===== config.mk =====
export PLATFORM = sky130hd
export DESIGN_NAME = clock_time_ctrl_flat
export DESIGN_NICKNAME = d
export VERILOG_FILES = /design/src/rtl/clock_time_ctrl_pkg.sv /design/src/rtl/clock_time_ctrl_if.sv /design/src/rtl/clock_time_ctrl_bcd_mod_counter.sv /design/src/rtl/clock_time_ctrl.sv /design/src/flat_wrapper.sv
export SDC_FILE = /design/constraint.sdc
export NUM_CORES = 1
export LEC_CHECK = 0
export BUFFER_PORTS_ARGS = -buffer_cell sky130_fd_sc_hd__buf_4
export CAP_MARGIN = 20
export CORE_MARGIN = 5
export CORE_UTILIZATION = 40
export CTS_BUF_LIST = sky130_fd_sc_hd__clkbuf_4 sky130_fd_sc_hd__clkbuf_8
export CTS_CLUSTER_SIZE = 24
export DETAILED_ROUTE_END_ITERATION = 16
export SYNTH_ARGS = -nofsm -noshare
export SYNTH_HDL_FRONTEND = slang
export SYNTH_HIERARCHICAL = 1
export SYNTH_SLANG_ARGS = --single-unit
export TNS_END_PERCENT = 1

===== constraint.sdc =====
create_clock -name clk -period 8.36 [get_ports clk]
set_input_delay 1.672 -clock clk [delete_from_list [all_inputs] [get_ports clk]]
set_output_delay 1.672 -clock clk [all_outputs]
set_load 0.02 [all_outputs]

===== src/rtl/clock_time_ctrl_pkg.sv =====
// Shared definitions for the clock time controller: mode codes, BCD moduli,
// default beep durations and the BCD increment helper.
package clock_time_pkg;

  typedef enum logic [2:0] {
    MODE_RUN   = 3'd0,
    MODE_SET_H = 3'd1,
    MODE_SET_M = 3'd2,
    MODE_AL_H  = 3'd3,
    MODE_AL_M  = 3'd4
  } mode_e;

  localparam logic [2:0] ST_RUN   = MODE_RUN;
  localparam logic [2:0] ST_SET_H = MODE_SET_H;
  localparam logic [2:0] ST_SET_M = MODE_SET_M;
  localparam logic [2:0] ST_AL_H  = MODE_AL_H;
  localparam logic [2:0] ST_AL_M  = MODE_AL_M;

  localparam int unsigned MOD_HOUR       = 24;
  localparam int unsigned MOD_MIN_SEC    = 60;
  localparam int unsigned CHIME_SECS_DEF = 2;
  localparam int unsigned ALARM_SECS_DEF = 30;

  // Two-digit BCD increment that wraps to 00 after modulus-1.
  function automatic logic [7:0] bcd_inc(input logic [7:0] v, input int unsigned modulus);
    logic [7:0] last;
    last = {4'((modulus - 1) / 10), 4'((modulus - 1) % 10)};
    if (v == last) return 8'h00;
    if (v[3:0] == 4'd9) return {v[7:4] + 4'd1, 4'd0};
    return {v[7:4], v[3:0] + 4'd1};
  endfunction

endpackage


===== src/rtl/clock_time_ctrl_if.sv =====
// Pulse inputs and display/beeper outputs of the clock time controller.
// The controller takes the slave side; the driver of ticks and keys takes master.
interface clock_time_ctrl_if;
  logic       tick_1hz;
  logic       tick_2hz;
  logic       key_mode;
  logic       key_inc;
  logic [7:0] hour;
  logic [7:0] min;
  logic [7:0] sec;
  logic [2:0] mode;
  logic [2:0] blink_mask;
  logic       beep_en;

  modport master (
    output tick_1hz, tick_2hz, key_mode, key_inc,
    input  hour, min, sec, mode, blink_mask, beep_en
  );

  modport slave (
    input  tick_1hz, tick_2hz, key_mode, key_inc,
    output hour, min, sec, mode, blink_mask, beep_en
  );
endinterface


===== src/rtl/clock_time_ctrl_bcd_mod_counter.sv =====
// Two-digit BCD counter with programmable modulus, increment enable,
// synchronous clear (dominant), wrap carry and look-ahead next value.
module bcd_mod_counter
  import clock_time_pkg::*;
#(
  parameter int unsigned MODULUS = 60,
  parameter logic [7:0]  RST_VAL = 8'h00
) (
  input  logic       clk,
  input  logic       rst,
  input  logic       inc_i,
  input  logic       clr_i,
  output logic [7:0] val_o,
  output logic [7:0] nxt_o,
  output logic       carry_o
);

  logic [7:0] val_q, val_d;

  always_comb begin
    val_d = val_q;
    if (clr_i)      val_d = 8'h00;
    else if (inc_i) val_d = bcd_inc(val_q, MODULUS);
  end

  always_ff @(posedge clk or posedge rst) begin
    if (rst) val_q <= RST_VAL;
    else     val_q <= val_d;
  end

  assign val_o   = val_q;
  assign nxt_o   = val_d;
  assign carry_o = inc_i && !clr_i && (val_d == 8'h00);

endmodule


===== src/rtl/clock_time_ctrl.sv =====
// Time-keeping and setting controller for a 24-hour BCD clock with hourly chime.
// Define ALARM_EN to add alarm-setting states, alarm registers and the alarm trigger.
module clock_time_ctrl
  import clock_time_pkg::*;
#(
  parameter int unsigned CHIME_SECS = CHIME_SECS_DEF,
  parameter int unsigned ALARM_SECS = ALARM_SECS_DEF
) (
  input logic              clk,
  input logic              reset,
  clock_time_ctrl_if.slave bus
);

  localparam int unsigned BEEP_MAX = (ALARM_SECS > CHIME_SECS) ? ALARM_SECS : CHIME_SECS;
  localparam int unsigned BEEP_W   = $clog2(BEEP_MAX + 1);

  logic [2:0]        mode_q, mode_d;
  logic              blink_q, blink_d;
  logic [2:0]        mask_q, mask_d;
  logic [BEEP_W-1:0] beep_q, beep_d;

  logic beep_on, consume, mode_adv, inc_ok, running, count_en;
  logic chime_hit, alarm_hit;
  logic sec_inc, sec_clr, min_inc, hour_inc;
  logic [7:0] sec_v, min_v, hour_v, sec_nxt, min_nxt, hour_nxt;
  logic sec_c, min_c, hour_c;
  logic unused_ok;

  // A key press while beeping only silences the beeper; key_mode beats key_inc.
  assign beep_on  = (beep_q != '0);
  assign consume  = (bus.key_mode || bus.key_inc) && beep_on;
  assign mode_adv = bus.key_mode && !consume;
  assign inc_ok   = bus.key_inc && !bus.key_mode && !consume;

`ifdef ALARM_EN
  assign running = mode_q inside {ST_RUN, ST_AL_H, ST_AL_M};
`else
  assign running = (mode_q == ST_RUN);
`endif
  assign count_en = bus.tick_1hz && running;

  assign sec_inc  = count_en;
  assign sec_clr  = mode_adv && (mode_q == ST_SET_M);
  assign min_inc  = (count_en && sec_c) || (inc_ok && (mode_q == ST_SET_M));
  assign hour_inc = (count_en && min_c) || (inc_ok && (mode_q == ST_SET_H));

  bcd_mod_counter #(.MODULUS(MOD_MIN_SEC), .RST_VAL(8'h00)) u_sec (
    .clk(clk), .rst(reset), .inc_i(sec_inc), .clr_i(sec_clr),
    .val_o(sec_v), .nxt_o(sec_nxt), .carry_o(sec_c));
  bcd_mod_counter #(.MODULUS(MOD_MIN_SEC), .RST_VAL(8'h00)) u_min (
    .clk(clk), .rst(reset), .inc_i(min_inc), .clr_i(1'b0),
    .val_o(min_v), .nxt_o(min_nxt), .carry_o(min_c));
  bcd_mod_counter #(.MODULUS(MOD_HOUR), .RST_VAL(8'h00)) u_hour (
    .clk(clk), .rst(reset), .inc_i(hour_inc), .clr_i(1'b0),
    .val_o(hour_v), .nxt_o(hour_nxt), .carry_o(hour_c));

  assign chime_hit = count_en && (mode_q == ST_RUN) && min_c;

`ifdef ALARM_EN
  logic [7:0] al_hour_v, al_min_v, al_hour_nxt, al_min_nxt;
  logic       al_hour_c, al_min_c, show_al;

  bcd_mod_counter #(.MODULUS(MOD_HOUR), .RST_VAL(8'h07)) u_al_hour (
    .clk(clk), .rst(reset), .inc_i(inc_ok && (mode_q == ST_AL_H)), .clr_i(1'b0),
    .val_o(al_hour_v), .nxt_o(al_hour_nxt), .carry_o(al_hour_c));
  bcd_mod_counter #(.MODULUS(MOD_MIN_SEC), .RST_VAL(8'h00)) u_al_min (
    .clk(clk), .rst(reset), .inc_i(inc_ok && (mode_q == ST_AL_M)), .clr_i(1'b0),
    .val_o(al_min_v), .nxt_o(al_min_nxt), .carry_o(al_min_c));

  // Match against the time this tick produces, so the beep starts with the rollover.
  assign alarm_hit = count_en && sec_c && (min_nxt == al_min_v) && (hour_nxt == al_hour_v);
  assign show_al   = (mode_q == ST_AL_H) || (mode_q == ST_AL_M);
  assign bus.hour  = show_al ? al_hour_v : hour_v;
  assign bus.min   = show_al ? al_min_v  : min_v;
  assign bus.sec   = show_al ? 8'h00     : sec_v;
  assign unused_ok = &{1'b0, hour_c, sec_nxt, al_hour_c, al_min_c, al_hour_nxt, al_min_nxt};
`else
  assign alarm_hit = 1'b0;
  assign bus.hour  = hour_v;
  assign bus.min   = min_v;
  assign bus.sec   = sec_v;
  assign unused_ok = &{1'b0, hour_c, sec_nxt, min_nxt, hour_nxt};
`endif

  always_comb begin
    mode_d = mode_q;
    if (mode_adv) begin
      case (mode_q)
        ST_RUN:   mode_d = ST_SET_H;
        ST_SET_H: mode_d = ST_SET_M;
`ifdef ALARM_EN
        ST_SET_M: mode_d = ST_AL_H;
        ST_AL_H:  mode_d = ST_AL_M;
        ST_AL_M:  mode_d = ST_RUN;
`else
        ST_SET_M: mode_d = ST_RUN;
`endif
        default:  mode_d = ST_RUN;
      endcase
    end
  end

  // Pressing inc restarts the blink phase so the edited field stays visible.
  always_comb begin
    blink_d = blink_q;
    if (inc_ok)            blink_d = 1'b0;
    else if (bus.tick_2hz) blink_d = ~blink_q;
    case (mode_d)
      ST_SET_H, ST_AL_H: mask_d = {blink_d, 2'b00};
      ST_SET_M, ST_AL_M: mask_d = {1'b0, blink_d, 1'b0};
      default:           mask_d = 3'b000;
    endcase
  end

  always_comb begin
    beep_d = beep_q;
    if (alarm_hit)                   beep_d = BEEP_W'(ALARM_SECS);
    else if (chime_hit)              beep_d = BEEP_W'(CHIME_SECS);
    else if (consume)                beep_d = '0;
    else if (bus.tick_1hz && beep_on) beep_d = beep_q - BEEP_W'(1);
  end

  always_ff @(posedge clk or posedge reset) begin
    if (reset) begin
      mode_q  <= ST_RUN;
      blink_q <= 1'b0;
      mask_q  <= 3'b000;
      beep_q  <= '0;
    end else begin
      mode_q  <= mode_d;
      blink_q <= blink_d;
      mask_q  <= mask_d;
      beep_q  <= beep_d;
    end
  end

  assign bus.mode       = mode_q;
  assign bus.blink_mask = mask_q;
  assign bus.beep_en    = beep_on;

endmodule


===== src/flat_wrapper.sv =====
// flat-port wrapper written by rule: the top's interface ports become plain ports
module clock_time_ctrl_flat import clock_time_pkg::*;
#(
  parameter int unsigned CHIME_SECS = CHIME_SECS_DEF,
  parameter int unsigned ALARM_SECS = ALARM_SECS_DEF
)
  (clk, reset, bus_tick_1hz, bus_tick_2hz, bus_key_mode, bus_key_inc, bus_hour, bus_min, bus_sec, bus_mode, bus_blink_mask, bus_beep_en);
  clock_time_ctrl_if bus_i ();
  input logic clk;
  input logic reset;
  input wire logic [$bits(bus_i.tick_1hz)-1:0] bus_tick_1hz;
  input wire logic [$bits(bus_i.tick_2hz)-1:0] bus_tick_2hz;
  input wire logic [$bits(bus_i.key_mode)-1:0] bus_key_mode;
  input wire logic [$bits(bus_i.key_inc)-1:0] bus_key_inc;
  output wire logic [$bits(bus_i.hour)-1:0] bus_hour;
  output wire logic [$bits(bus_i.min)-1:0] bus_min;
  output wire logic [$bits(bus_i.sec)-1:0] bus_sec;
  output wire logic [$bits(bus_i.mode)-1:0] bus_mode;
  output wire logic [$bits(bus_i.blink_mask)-1:0] bus_blink_mask;
  output wire logic [$bits(bus_i.beep_en)-1:0] bus_beep_en;
  assign bus_i.tick_1hz = bus_tick_1hz;
  assign bus_i.tick_2hz = bus_tick_2hz;
  assign bus_i.key_mode = bus_key_mode;
  assign bus_i.key_inc = bus_key_inc;
  assign bus_hour = bus_i.hour;
  assign bus_min = bus_i.min;
  assign bus_sec = bus_i.sec;
  assign bus_mode = bus_i.mode;
  assign bus_blink_mask = bus_i.blink_mask;
  assign bus_beep_en = bus_i.beep_en;
  clock_time_ctrl #(.CHIME_SECS(CHIME_SECS), .ALARM_SECS(ALARM_SECS)) u_core (.clk(clk), .reset(reset), .bus(bus_i));
endmodule

==> results of run 1 <==
-- cell type report --
class	count	area share, %
clock buffers	6	2.960
inverters	23	3.348
multi-input cells	168	45.46
flip-flops and latches	35	33.96
well taps	72	3.493
repair buffers	37	10.77
-- state kept, by name, indices dropped and copies added, names as in the netlist --
name                   count
u_core/bus.blink_mask      2
u_core/blink_q             1
u_core/beep_q              5
u_core/u_hour/val_o        8
u_core/u_min/val_o         8
u_core/bus.mode            3
u_core/u_sec/val_o         8
-- placed cells by master (no fill, tap or decap), types with 4 or more instances in the layout --
master / count
a211oi_1: 4
a21oi_1: 16
and4b_1: 4
buf_4: 37
clkbuf_8: 5
dfrtp_1: 35
ha_1: 14
inv_1: 22
nand2_1: 19
nor2_1: 18
nor3_1: 11
nor4_1: 4
o21ai_0: 11
xnor2_1: 8
-- critical path, delay by kind of cell --
| kind | cells | cell delay, ns |
|---|---|---|
| mux | 2 | 0.41 |
| buf+inv | 2 | 0.34 |
| compound gates | 3 | 0.56 |
| simple gates | 14 | 3.27 |
-- layer usage --
| layer | global-route usage, % | part of all wire (%) |
|---|---|---|
| met1 | 19.05 | 48 |
| met2 | 21.02 | 46 |
| met3 | 4.318 | 4.7 |
| met4 | 4.317 | 0.82 |
| met5 | 0 | 0 |
-- worst paths after layout --
check / slack, ns / to / startpoint
min: 0.57 / u_core/beep_q[0]$_DFFE_PP0P_ / u_core/beep_q[0]$_DFFE_PP0P_
min in group asynchronous: 1.37 / u_core/u_hour/val_o[5]$_DFF_PP0_ / reset
max: 2.19 / u_core/u_hour/val_o[1]$_DFF_PP0_ / bus_tick_1hz
max reg2reg: 3.11 / u_core/u_hour/val_o[1]$_DFF_PP0_ / u_core/bus.mode[0]$_DFF_PP0_
max in group asynchronous: 6.64 / u_core/blink_q$_DFF_PP0_ / reset
min reg2reg: 0.57 / u_core/beep_q[0]$_DFFE_PP0P_ / u_core/beep_q[0]$_DFFE_PP0P_
-- where the power goes --
part,leakage (nW),internal (mW),switching (mW)
Combinational,0.680,0.122,0.159
Clock,0.0406,0.0587,0.0570
Sequential,0.475,0.200,0.0419
Total,1.20,0.382,0.258
-- per-stage QoR --
step                power [mW]  instance area, um^2  utilization, %  setup slack [ns]
floorplan               0.4370                 2223               -             3.037
global placement        0.5292                 2502           46.01             2.039
detailed placement      0.5251                 2502           46.01             1.958
CTS                     0.6437                 2579           47.41             2.238
global route            0.6839                 2579           47.41             1.649
finish                  0.6397                 2579           47.41             2.187
==> reports/qor.txt, run 1 <==
status: completed
sequential cell area: 875.8 um^2
Tmin final: 6.173 ns
clk sinks: 35
Port Buf Inserts: 35
# setup viols final: 0
Synth Warn #: 6
syn_area_per_cell: 9.350 um^2
RSZ-0062 raised after global routing: false
Post-Place Cells: 335
Synth Instances: 237
CP Capture Type: flop
Pleak: 1.196 nW
Clock Skew: 0.006085 ns
critical path class: in2reg
Hold Fails Final Rpt: 0
Die Span X: 84.43 um
total CTS buffers: 5
Top Ports: 37
peak supply drop: 0.0001108 V
nets@finish: 290
starting density of the core: 40.74%
largest stage delay on the critical path: 0.86 ns
Hold WC Path Type: reg2reg
Slew Limit Fails: 0
CP max FO: 13
H-tree depth: 2
Post-CTS Setup Inserts: 0
via/cell ratio: 5.328
Synth-to-Final Area Change: 16.37%
worst-path cell chain: buf_4 > nor4b_2 > and4b_1 > nand4_2 > mux2i_1 > nand2_1 > nor4_2 > nand2_1 > o41ai_1 > buf_4 > and4b_1 > nand4_2 > mux2i_1 > nand2_1 > nor4_2 > nand2_1 > o21ai_0 > nor4b_1 > nand4b_1 > nand2b_1 > a2111oi_1
total global-route track usage: 13.89%
Finished Layout Cells: 341
clock slew at reported path FFs: 0.07 ns
CTS tree: done
max cap viols: 0
# DRC: 0
drt pass-1 iters: 4
FF-to-FF path depth: 20
Netlist Area Pre-Place: 2216 um^2
Startpoint Class: input pin
WP data required: 8.47 ns
Rel. slew slack: 28.07%
Final Hold Slack: 0.5685 ns
WL final: 4760 um
# rows: 27
Power Density: 248.1 nW/um^2
total number of vias: 1817
initial drt markers: 127
Antenna Cells: 0
initial antenna violation count: 0
total die area: 7128 um^2
Final period util: 73.84%
Detail Route Antenna Nets: 0
first-pass GRT wire length: 8121 um
share of cells above drive strength 1: 20.45%
Setup TNS: 0 ns
vias in the first global route: 1702
WL/cell: 13.96 um
worst-margin pin slew: 1.076 ns
CP max-delay cell: nor4b_2
# fillers: 512
cell repeated most along the worst path: nand2_1
Root Driver: clkbuf_8
core area: 5439 um^2
Chip Height: 84.43 um
post-CTS resize count: 0
Arr. time, crit path: 6.28 ns
Final GP Congestion: 0.8285
Hold Buf Count CTS: 0
GRT overflow: 0
largest net degree at the start of global routing: 14
placed wire-length estimate: 3500 um
Clock Path Buffers: 2
worst hold stages: 2
Clock Latency Late Sink: 0.28 ns
f_max: 162.0 MHz
Multi-input gate area: 1172 um^2
(Power assumes the default switching activity.)
==> run 2: changes to the inputs <==
==> constraint.sdc (replaced) <==
create_clock -name clk -period 6.2 [get_ports clk]
set_input_delay 1.24 -clock clk [delete_from_list [all_inputs] [get_ports clk]]
set_output_delay 1.24 -clock clk [all_outputs]
set_load 0.02 [all_outputs]
==> reports/qor.txt, run 2 (synthesized netlist as in run 1, its figures left out) <==
status: completed
largest net degree at the start of global routing: 14
Post-CTS Setup Inserts: 0
max cap viols: 0
Clk pwr share: 19.2%
clk sinks: 35
via/cell ratio: 5.203
sequential power share: 37.0%
# setup viols final: 0
initial antenna violation count: 0
Clock Path Buffers: 2
# rows: 27
CP max FO: 13
starting density of the core: 40.74%
Comb pwr share: 43.8%
Final Hold Slack: 0.5675 ns
placed wire-length estimate: 3726 um
initial drt markers: 131
Final GP Congestion: 0.7919
Arr. time, crit path: 5.29 ns
Port Buf Inserts: 35
Pleak: 1.210 nW
commonest non-fill, non-tap cell in the layout: buf_4
Detail Route Antenna Nets: 0
Top Ports: 37
Synth-to-Final Area Change: 17.28%
total global-route track usage: 14.45%
Hold Fails Final Rpt: 0
peak supply drop: 0.0001214 V
net switching power: 0.3614 mW
Hold WC Path Type: reg2reg
core area: 5439 um^2
Chip Height: 84.43 um
total CTS buffers: 5
total die area: 7128 um^2
worst-margin pin slew: 0.7543 ns
# DRC: 0
nets@finish: 291
Root Driver: clkbuf_8
CP Capture Type: flop
Die Span X: 84.43 um
drt pass-1 iters: 4
vias in the first global route: 1819
clock slew at reported path FFs: 0.08 ns
Startpoint Class: input pin
critical path class: in2reg
Internal Power: 0.5252 mW
post-CTS resize count: 0
Switching Share: 40.76%
Antenna Cells: 0
CTS tree: done
Hold Buf Count CTS: 0
share of cells above drive strength 1: 21.32%
WP data required: 6.32 ns
Slew Limit Fails: 0
GRT overflow: 0
f_max: 193.2 MHz
RSZ-0062 raised after global routing: false
H-tree depth: 2
Clock Latency Late Sink: 0.29 ns
total number of vias: 1790
Rel. slew slack: 49.18%
most frequent cells in the layout: 38 x buf_4, 35 x dfrtp_1, 22 x inv_1, 19 x nand2_1, 18 x nor2_1
Clock Skew: 0.01088 ns
Tmin final: 5.177 ns
WL final: 5088 um
WL/cell: 14.79 um
first-pass GRT wire length: 8480 um
Setup TNS: 0 ns
Final period util: 83.50%
Power Density: 341.2 nW/um^2
[run 2: layout make-up]
cell class / count / area [um^2]
Clock buffer: 7 / 83.83
Clock inverter: 1 / 5.005
Fill cell: 533 / 2840
Inverter: 23 / 86.33
Multi-Input combinational cell: 168 / 1172
Sequential cell: 35 / 875.8
Tap cell: 72 / 90.09
Timing Repair Buffer: 38 / 285.3
[run 2: metrics by stage]
stage	power [mW]	utilization (%)	cells	instance area (um^2)	worst slack, ns
6_report	0.8867	47.78	344	2599	1.023
5_1_grt	0.9553	47.78	344	2599	0.5041
4_1_cts	0.8893	47.78	344	2599	1.052
3_5_place_dp	0.7143	46.15	336	2510	0.7470
3_3_place_gp	0.7163	46.15	336	2510	0.9375
2_1_floorplan	0.5892	-	239	2223	1.309
[run 2: power groups by stage]
stage | combinational [mW] | clock (mW) | sequential, mW
2_1_floorplan | 0.237 | 0 | 0.353
3_3_place_gp | 0.384 | 0 | 0.332
3_5_place_dp | 0.382 | 0 | 0.332
4_1_cts | 0.385 | 0.176 | 0.328
5_1_grt | 0.430 | 0.188 | 0.337
6_report | 0.388 | 0.170 | 0.328
[run 2: routing by layer]
metal	track usage (%)	up-vias	part of all wire, %
li1	-	904	-
met1	19.79	830	49
met2	22.38	52	47
met3	3.238	4	3.6
met4	5.324	0	0.88
met5	0	-	0
[run 2: worst paths after layout]
path                                              start                               end  slack, ns  cells after the start
setup / recovery                           bus_tick_1hz  u_core/u_hour/val_o[1]$_DFF_PP0_       1.02                     22
hold reg to reg            u_core/beep_q[0]$_DFFE_PP0P_      u_core/beep_q[0]$_DFFE_PP0P_       0.57                      2
hold / removal             u_core/beep_q[0]$_DFFE_PP0P_      u_core/beep_q[0]$_DFFE_PP0P_       0.57                      2
setup reg to reg           u_core/beep_q[0]$_DFFE_PP0P_  u_core/u_hour/val_o[1]$_DFF_PP0_       1.23                     22
min in group asynchronous                         reset  u_core/u_hour/val_o[5]$_DFF_PP0_       0.93                      2
max in group asynchronous                         reset          u_core/blink_q$_DFF_PP0_       4.91                      2
[run 2: critical path, stage by stage]
cell and delay (ns):
buf_4 0.11, nor4b_2 0.19, buf_4 0.22, and4b_1 0.35
nand4_2 0.13, mux2i_1 0.20, nand2_1 0.08, nor4_2 0.13
nand2_1 0.07, o41ai_1 0.07, buf_4 0.23, and4b_1 0.36
nand4_2 0.14, mux2i_1 0.23, nand2_1 0.09, nor4_2 0.18
nand2_1 0.13, o21ai_0 0.31, nor4b_1 0.30, nand4b_1 0.13
nand2b_1 0.28, a2111oi_1 0.10
==> run 3: changes to the inputs <==
==> constraint.sdc (replaced) <==
create_clock -name clk -period 4.75 [get_ports clk]
set_input_delay 0.95 -clock clk [delete_from_list [all_inputs] [get_ports clk]]
set_output_delay 0.95 -clock clk [all_outputs]
set_load 0.02 [all_outputs]
==> reports/qor.txt, run 3 (synthesized netlist as in run 1, its figures left out) <==
status: completed
placed wire-length estimate: 3634 um
vias in the first global route: 1789
share of cells above drive strength 1: 23.74%
Final period util: 93.30%
core area: 5439 um^2
Root Driver: clkbuf_8
RSZ-0062 raised after global routing: false
pre-CTS WS: -0.01979 ns
Switching Share: 40.42%
# setup viols final: 0
most frequent cells in the layout: 44 x buf_4, 35 x dfrtp_1, 22 x inv_1, 19 x nand2_1, 18 x nor2_1
Synth-to-Final Area Change: 19.25%
Die Span X: 84.43 um
Internal Power: 0.6874 mW
H-tree depth: 2
WL/cell: 13.89 um
total number of vias: 1856
sequential power share: 36.9%
critical path class: in2reg
Port Buf Inserts: 35
WL final: 4861 um
# fillers: 549
via/cell ratio: 5.303
initial antenna violation count: 0
initial drt markers: 64
Clk pwr share: 18.1%
WP data required: 4.92 ns
CP max-delay cell: and4b_1
Top Ports: 37
CP max FO: 13
first-pass GRT wire length: 8155 um
Final GP Congestion: 0.7956
commonest non-fill, non-tap cell in the layout: buf_4
# DRC: 0
peak supply drop: 0.0001655 V
Clock Latency Late Sink: 0.28 ns
Final Hold Slack: 0.5672 ns
worst-margin pin slew: 0.5398 ns
final worst slack: 0.3183 ns
nets@finish: 297
clk sinks: 35
Arr. time, crit path: 4.60 ns
net switching power: 0.4663 mW
Tmin final: 4.432 ns
Slew Limit Fails: 0
Comb pwr share: 45.0%
Clock Path Buffers: 2
starting density of the core: 40.74%
Clock Skew: 0.007026 ns
GRT overflow: 0
largest stage delay on the critical path: 0.33 ns
f_max: 225.6 MHz
total die area: 7128 um^2
drt pass-1 iters: 4
cell repeated most along the worst path: nand2_1
worst-path cell chain: buf_4 > nor4b_2 > buf_4 > a21boi_0 > o221ai_1 > o21ai_0 > a31oi_1 > nor4_2 > nand2_1 > o41ai_1 > and4b_1 > nand4_2 > mux2i_1 > nand2_1 > nor4_2 > nand2_1 > o21ai_0 > nor4b_1 > nand4b_1 > nand2b_2 > a2111oi_1
Hold Fails Final Rpt: 0
CP Capture Type: flop
# rows: 27
total CTS buffers: 5
total global-route track usage: 13.90%
clock slew at reported path FFs: 0.07 ns
Antenna Cells: 0
Chip Height: 84.43 um
CTS tree: done
Power Density: 436.6 nW/um^2
max cap viols: 0
Pleak: 1.239 nW
Hold Buf Count CTS: 0
Detail Route Antenna Nets: 0
largest net degree at the start of global routing: 14
Rel. slew slack: 63.54%
Startpoint Class: input pin
Hold WC Path Type: reg2reg
run 3: cell types whose count changed in the layout (fill, tap and decap cells not counted):
| cell | delta |
|---|---|
| and4b_2 | +1 |
| nand2b_2 | +1 |
| buf_4 | +6 |
| nand2b_1 | -1 |
| clkinv_2 | +2 |
| and4b_1 | -1 |
| clkbuf_4 | -2 |
run 3: final timing paths:
check,slack [ns],startpoint,depth (start not counted),end
max reg2reg,0.50,u_core/bus.mode[0]$_DFF_PP0_,20,u_core/u_hour/val_o[1]$_DFF_PP0_
max in group asynchronous,3.78,reset,2,u_core/bus.blink_mask[1]$_DFF_PP0_
min,0.57,u_core/beep_q[0]$_DFFE_PP0P_,2,u_core/beep_q[0]$_DFFE_PP0P_
min in group asynchronous,0.64,reset,2,u_core/u_min/val_o[0]$_DFF_PP0_
min reg2reg,0.57,u_core/beep_q[0]$_DFFE_PP0P_,2,u_core/beep_q[0]$_DFFE_PP0P_
max,0.32,bus_tick_1hz,21,u_core/u_hour/val_o[1]$_DFF_PP0_
run 3: per-layer routing:
layer,part of all wire [%],GRT usage [%],vias to the layer above,wire [um]
met5,0,0,-,0
met4,2.4,5.755,0,119
met3,5.0,3.729,12,244
met2,46,22.17,56,2220
met1,47,17.87,873,2276
li1,-,-,915,-
run 3: critical path, delay by kind of cell:
family	cells	cell delay, ns
and+or+nand+nor	11	2.06
AOI/OAI and AO/OA	7	0.96
buffers and inverters	2	0.34
muxes	1	0.29
run 3: cell type report:
type                    instances  area [um^2]  share of cell area (%)
multi-input cells             168         1176                   44.51
flip-flops and latches         35        875.8                   33.14
repair buffers                 44        330.3                   12.50
clock buffers                   5        68.82                   2.604
clock inverters                 3        15.01                  0.5682
well taps                      72        90.09                   3.409
inverters                      23        86.33                   3.267
run 3: stage by stage:
step / area [um^2] / power [mW] / std cells / setup TNS (ns) / util, %
2_1_floorplan: 2223 / 0.7691 / 239 / 0 / -
5_1_grt: 2643 / 1.236 / 350 / 0 / 48.59
3_3_place_gp: 2540 / 0.9427 / 340 / 0 / 46.70
3_5_place_dp: 2540 / 0.9441 / 340 / -0.02172 / 46.70
6_report: 2643 / 1.154 / 350 / 0 / 48.59
4_1_cts: 2624 / 1.160 / 348 / 0 / 48.24
run 3: timing repair:
item | in CTS | in global routing
resized for setup | 0 | 2
setup endpoints to repair | 0 | 8
buffers inserted | 0 | 2
run 3: power by group through the flow:
| stage | sequential, mW | combinational, mW | clock [mW] |
|---|---|---|---|
| finish | 0.426 | 0.519 | 0.209 |
| CTS | 0.425 | 0.517 | 0.218 |
| global placement | 0.431 | 0.511 | 0 |
| detailed placement | 0.431 | 0.514 | 0 |
| global route | 0.437 | 0.567 | 0.233 |
| floorplan | 0.460 | 0.309 | 0 |
